<file path="src/rtl/tx_scheduler.sv">
// tx_scheduler: transmit byte FIFO plus a two-state frame sequencer for
// tx_frontend. The line configuration is captured at each frame issue so
// that register writes during a frame cannot disturb the frame in flight.
module tx_scheduler #(
    parameter int unsigned DEPTH = 8,
    parameter int unsigned CNT_W = $clog2(DEPTH) + 1
) (
    input  logic             clk_i,
    input  logic             rst_i,
    input  logic             en_i,
    input  logic             wr_i,
    input  logic [7:0]       wdata_i,
    input  logic             flush_i,
    input  logic             ovf_clr_i,
    input  logic [15:0]      cr_acc_incr_i,
    input  logic             cr_ds_i,
    input  logic [1:0]       cr_p_i,
    input  logic             cr_s_i,
    output logic [15:0]      cr_acc_incr_o,
    output logic             cr_ds_o,
    output logic [1:0]       cr_p_o,
    output logic             cr_s_o,
    output logic             transmit_o,
    output logic [7:0]       dr_o,
    input  logic             done_i,
    output logic             full_o,
    output logic             empty_o,
    output logic [CNT_W-1:0] count_o,
    output logic             busy_o,
    output logic             txe_o,
    output logic             ovf_o,
    output logic             frame_done_o
);

    localparam int unsigned PTR_W = $clog2(DEPTH);

    typedef enum logic {
        IDLE,
        BUSY
    } state_e;

    state_e           state_q, state_d;
    logic [7:0]       mem_q [DEPTH];
    logic [PTR_W-1:0] wr_ptr_q, wr_ptr_d;
    logic [PTR_W-1:0] rd_ptr_q, rd_ptr_d;
    logic [CNT_W-1:0] count_q, count_d;
    logic             full_q, full_d;
    logic             empty_q, empty_d;
    logic             busy_q, busy_d;
    logic             txe_q, txe_d;
    logic             ovf_q, ovf_d;
    logic             transmit_q, transmit_d;
    logic             frame_done_q, frame_done_d;
    logic [7:0]       dr_q, dr_d;
    logic [15:0]      cr_acc_incr_q, cr_acc_incr_d;
    logic             cr_ds_q, cr_ds_d;
    logic [1:0]       cr_p_q, cr_p_d;
    logic             cr_s_q, cr_s_d;

    logic             issue;
    logic             push;
    logic             overflow;

    // Next-state computation; full/empty decisions use the pre-edge flags.
    always_comb begin
        issue    = (state_q == IDLE) && en_i && !empty_q && !flush_i;
        push     = wr_i && !full_q && !flush_i;
        overflow = wr_i && full_q && !flush_i;

        wr_ptr_d = wr_ptr_q;
        rd_ptr_d = rd_ptr_q;
        count_d  = count_q;
        if (flush_i) begin
            wr_ptr_d = '0;
            rd_ptr_d = '0;
            count_d  = '0;
        end else begin
            if (push) begin
                wr_ptr_d = wr_ptr_q + PTR_W'(1);
            end
            if (issue) begin
                rd_ptr_d = rd_ptr_q + PTR_W'(1);
            end
            count_d = count_q + CNT_W'(push) - CNT_W'(issue);
        end
        full_d  = (count_d == CNT_W'(DEPTH));
        empty_d = (count_d == '0);

        // Set wins over clear when both happen in the same cycle.
        if (overflow) begin
            ovf_d = 1'b1;
        end else if (ovf_clr_i) begin
            ovf_d = 1'b0;
        end else begin
            ovf_d = ovf_q;
        end

        state_d = state_q;
        case (state_q)
            IDLE: if (issue) state_d = BUSY;
            BUSY: if (done_i) state_d = IDLE;
            default: state_d = IDLE;
        endcase

        busy_d       = (state_d == BUSY);
        txe_d        = empty_d && !busy_d;
        transmit_d   = issue;
        frame_done_d = done_i;

        dr_d          = dr_q;
        cr_acc_incr_d = cr_acc_incr_q;
        cr_ds_d       = cr_ds_q;
        cr_p_d        = cr_p_q;
        cr_s_d        = cr_s_q;
        if (issue) begin
            dr_d          = mem_q[rd_ptr_q];
            cr_acc_incr_d = cr_acc_incr_i;
            cr_ds_d       = cr_ds_i;
            cr_p_d        = cr_p_i;
            cr_s_d        = cr_s_i;
        end
    end

    // FIFO storage; contents need no reset since count gates every read.
    always_ff @(posedge clk_i) begin
        if (push) begin
            mem_q[wr_ptr_q] <= wdata_i;
        end
    end

    // Sequencer state, FIFO bookkeeping and all registered outputs.
    always_ff @(posedge clk_i or posedge rst_i) begin
        if (rst_i) begin
            state_q       <= IDLE;
            wr_ptr_q      <= '0;
            rd_ptr_q      <= '0;
            count_q       <= '0;
            full_q        <= 1'b0;
            empty_q       <= 1'b1;
            busy_q        <= 1'b0;
            txe_q         <= 1'b1;
            ovf_q         <= 1'b0;
            transmit_q    <= 1'b0;
            frame_done_q  <= 1'b0;
            dr_q          <= '0;
            cr_acc_incr_q <= '0;
            cr_ds_q       <= 1'b0;
            cr_p_q        <= '0;
            cr_s_q        <= 1'b0;
        end else begin
            state_q       <= state_d;
            wr_ptr_q      <= wr_ptr_d;
            rd_ptr_q      <= rd_ptr_d;
            count_q       <= count_d;
            full_q        <= full_d;
            empty_q       <= empty_d;
            busy_q        <= busy_d;
            txe_q         <= txe_d;
            ovf_q         <= ovf_d;
            transmit_q    <= transmit_d;
            frame_done_q  <= frame_done_d;
            dr_q          <= dr_d;
            cr_acc_incr_q <= cr_acc_incr_d;
            cr_ds_q       <= cr_ds_d;
            cr_p_q        <= cr_p_d;
            cr_s_q        <= cr_s_d;
        end
    end

    assign cr_acc_incr_o = cr_acc_incr_q;
    assign cr_ds_o       = cr_ds_q;
    assign cr_p_o        = cr_p_q;
    assign cr_s_o        = cr_s_q;
    assign transmit_o    = transmit_q;
    assign dr_o          = dr_q;
    assign full_o        = full_q;
    assign empty_o       = empty_q;
    assign count_o       = count_q;
    assign busy_o        = busy_q;
    assign txe_o         = txe_q;
    assign ovf_o         = ovf_q;
    assign frame_done_o  = frame_done_q;

endmodule

</file>
<file path="config.mk">
export PLATFORM = sky130hd
export DESIGN_NAME = tx_scheduler
export DESIGN_NICKNAME = d
export VERILOG_FILES = /design/src/rtl/tx_scheduler.sv
export SDC_FILE = /design/constraint.sdc
export NUM_CORES = 1
export LEC_CHECK = 0
export ABC_AREA = 1
export CORE_MARGIN = 1
export CORE_UTILIZATION = 35
export DETAILED_ROUTE_END_ITERATION = 7
export SLEW_MARGIN = 10
export SYNTH_ARGS = -nofsm -noshare
export SYNTH_HDL_FRONTEND = slang
export SYNTH_SLANG_ARGS = --single-unit
</file>
<file path="constraint.sdc">
create_clock -name clk_i -period 2.4 [get_ports clk_i]
set_input_delay 0.48 -clock clk_i [delete_from_list [all_inputs] [get_ports clk_i]]
set_output_delay 0.48 -clock clk_i [all_outputs]
set_load 0.05 [all_outputs]
</file>
==> impl_metrics.env <==
export IMPL_outcome="complete, no violations"
export IMPL_clkPwrFrac=0.211
export IMPL_p_leak_nw=2.57
export IMPL_cts_tree="done"
export IMPL_antenna_found_initial=0
export IMPL_ioPinCount=74
export IMPL_drc=0
export IMPL_die_w_um=117
export IMPL_fin_crit_sh=0.943
export IMPL_clkLatencyLatePin_ps=350
export IMPL_yosysTopAreaCellShare=0.414
export IMPL_p_int_mw=3.95
export IMPL_grt_max_degree=33
export IMPL_dp_cells=697
export IMPL_nNetsFinal=578
export IMPL_cts_resized=0
export IMPL_synthDistinctLibCells=27
export IMPL_cts_buffer_depth=2
export IMPL_synthTopCellsByCount="nand2_1 (160), edfxtp_1 (64), dfrtp_1 (43), nand3_1 (39), inv_1 (37)"
export IMPL_postSynthCellCount=441
export IMPL_maxSlewHeadroom=0.486
export IMPL_grt_pass1_vias=3125
export IMPL_synth_avg_cell_area_um2=10.5
export IMPL_rows=41
export IMPL_ctsHoldBuffers=0
export IMPL_arrival_ps=2550
export IMPL_ir_worst_vdd_mv=0.513
export IMPL_diodes=0
export IMPL_r2r_cells=12
export IMPL_crit_path_frequent_cell="inv_1"
export IMPL_crit_cells=11
export IMPL_die_h_um=117
export IMPL_numPortBuffers=73
export IMPL_worstReg2RegStart="empty_o$_DFF_PP1_"
export IMPL_crit_family="adder cells"
export IMPL_grt_pass1_wl_mm=16.1
export IMPL_syn_num_nets=483
export IMPL_path_cells="clkdlybuf4s50_1 > nand3_4 > ha_4 > inv_1 > ha_2 > fa_1 > inv_1 > nor2_2 > nor3_2 > nand2_1 > nor2_1"
export IMPL_area_growth_pct=27.8
export IMPL_fill_cells=1185
export IMPL_clock_skew_ps=8.51
export IMPL_p_sw_mw=2.66
export IMPL_crit_fanout=2
export IMPL_hold_viol_final=0
export IMPL_grt_overflow_total=0
export IMPL_dieArea_um2=13700
export IMPL_syn_cell_area_um2=4650
export IMPL_synth_edff_count=64
export IMPL_async_flop_share=0.413
export IMPL_track_usage=0.160
export IMPL_final_cells=713
export IMPL_path_clk_slew_ps=70
export IMPL_drv_cap=0
export IMPL_root_buffer="clkbuf_16"
export IMPL_coreArea_um2=12800
export IMPL_combPwrFrac=0.410
export IMPL_path_buf_inv=3
export IMPL_ff_latch_area_um2=3050
export IMPL_fmax_ghz=0.442
export IMPL_seqPwrFrac=0.380
export IMPL_wl_per_cell_um=14.2
export IMPL_cts_sinks=109
export IMPL_cpPeakStageDelay_ps=540
export IMPL_hold_start="flush_i"
export IMPL_worst_r2r_endpoint="txe_o$_DFF_PP1_"
export IMPL_critPathCaptureType="register"
export IMPL_wl_mm=10.1
export IMPL_hpwl_mm=6.72
export IMPL_regToRegSetupSlack_ps=200
export IMPL_power_density_nw_per_um2=1110
export IMPL_yosysWarnings=0
export IMPL_routed_via_density=4.41
export IMPL_htree_levels=3
export IMPL_multi_input_area_um2=1290
export IMPL_crit_slowest_cell="clkdlybuf4s50_1"
export IMPL_hp_class="in -> reg"
export IMPL_finalSetupViolations=0
export IMPL_synthFlopType="edfxtp_1"
export IMPL_ys_ff_latch=109
export IMPL_cts_setup_buffers=0
export IMPL_first_pass_iters=4
export IMPL_rsz0062_at_grt="no"
export IMPL_final_core_util=0.465
export IMPL_hold_depth=3
export IMPL_worst_pin_slew_ps=771
export IMPL_ys_top_cells_by_area="edfxtp_1 (41%), dfrtp_1 (23%), nand2_1 (13%)"
export IMPL_post_synth_top_count_cell="nand2_1"
export IMPL_seq_area_frac_synth=0.656
export IMPL_final_max_slew_violation_count=0
export IMPL_routabilityCongestion=0.831
export IMPL_cts_made_buffers=9
export IMPL_layout_drive_gt1_share=0.144
export IMPL_synth_top_cell_by_area="edfxtp_1"
export IMPL_period_minus_slack_ps=2260
export IMPL_min_to="count_o[1]$_DFF_PP0_"
export IMPL_vias=3146
export IMPL_path_class="in -> reg"
export IMPL_antenna_left=0
export IMPL_p_sw_frac=0.402
export IMPL_cp_required_ps=2690
export IMPL_drt_iter0_drc=157
export IMPL_start_util=0.364
export IMPL_startpoint_type="input port"
-- worst register-to-register path: cells and delay by family, from the launching register on --
family | cells | cell delay (ps)
fa+ha+maj | 3 | 850
buf+inv | 3 | 160
flops | 1 | 560
simple gates | 6 | 560
-- layout make-up --
type,count,share of cell area
sequential,109,0.514
multi-input combinational,274,0.217
timing repair buffer,101,0.159
clock buffer,10,0.0402
tap,172,0.0362
inverter,41,0.0272
clock inverter,6,0.00653
-- layout by cell type (no fill, tap or decap) --
| cell | count |
|---|---|
| nand2_1 | 160 |
| clkdlybuf4s50_1 | 72 |
| edfxtp_1 | 64 |
| dfrtp_1 | 43 |
| nand3_1 | 38 |
| inv_1 | 36 |
| buf_4 | 28 |
| nor2_1 | 23 |
| nand2_2 | 21 |
| clkbuf_16 | 9 |
| o21ai_0 | 7 |
| o21ai_1 | 6 |
| ha_1 | 4 |
| inv_2 | 3 |
| a21oi_1 | 3 |
| o211ai_1 | 3 |
| clkinv_2 | 3 |
| nand3_4 | 2 |
| clkinvlp_4 | 2 |
| dfstp_2 | 2 |
| nor2_4 | 1 |
| inv_8 | 1 |
| clkinv_1 | 1 |
| nor2_2 | 1 |
| nor3_2 | 1 |
| and2_1 | 1 |
| fa_1 | 1 |
| ha_4 | 1 |
| ha_2 | 1 |
| clkinv_4 | 1 |
| clkbuf_8 | 1 |
| dlymetal6s2s_1 | 1 |
-- routing by layer --
metal  global-route usage  share of wire
met5                    0              0
met4               0.0785          0.019
met3               0.0232          0.031
met2                0.271           0.52
met1                0.202           0.43
-- per-stage QoR --
stage | hold slack (ps) | cell area [um^2] | setup TNS, ps | power, mW | setup slack [ps]
global route | 496 | 5940 | 0 | 6.97 | 26.3
floorplan | 511 | 4670 | -44.8 | 4.44 | -24.3
finish | 470 | 5940 | 0 | 6.61 | 137
CTS | 484 | 5920 | 0 | 6.68 | 38.0
global placement | 461 | 5650 | -768 | 5.24 | -274
detailed placement | 465 | 5650 | -995 | 5.27 | -328
-- worst max-delay path by stage --
stage	startpoint	end
global route	en_i	txe_o$_DFF_PP1_
finish	wr_i	txe_o$_DFF_PP1_
detailed placement	flush_i	txe_o$_DFF_PP1_
global placement	flush_i	txe_o$_DFF_PP1_
CTS	flush_i	txe_o$_DFF_PP1_
floorplan	empty_o$_DFF_PP1_	full_o$_DFF_PP0_
-- power by group through the flow --
stage	registers (mW)	clock network, mW	logic [mW]
after global routing	2.55	1.49	2.93
after floorplan	3.53	0	0.907
final	2.51	1.39	2.71
after global placement	2.54	0	2.70
after CTS	2.51	1.43	2.73
after detailed placement	2.55	0	2.72
-- state kept, by name (all words and copies together), names as in the netlist, 2 cells and up --
name	count
count_o	4
cr_acc_incr_o	16
cr_p_o	2
dr_o	8
mem_q	64
rd_ptr_q	3
wr_ptr_q	3
-- logic make-up (layout without fill, tap and decap cells) --
| kind of cell | after synthesis | in the layout | share of synthesized area |
|---|---|---|---|
| adders and majority gates | 7 | 7 | 0.0205 |
| AOI/OAI and AO/OA | 19 | 19 | 0.0221 |
| buffers and inverters | 58 | 158 | 0.0724 |
| DFF | 109 | 109 | 0.656 |
| and+or+nand+nor | 248 | 248 | 0.229 |
Power figures use the tool's default switching activity.
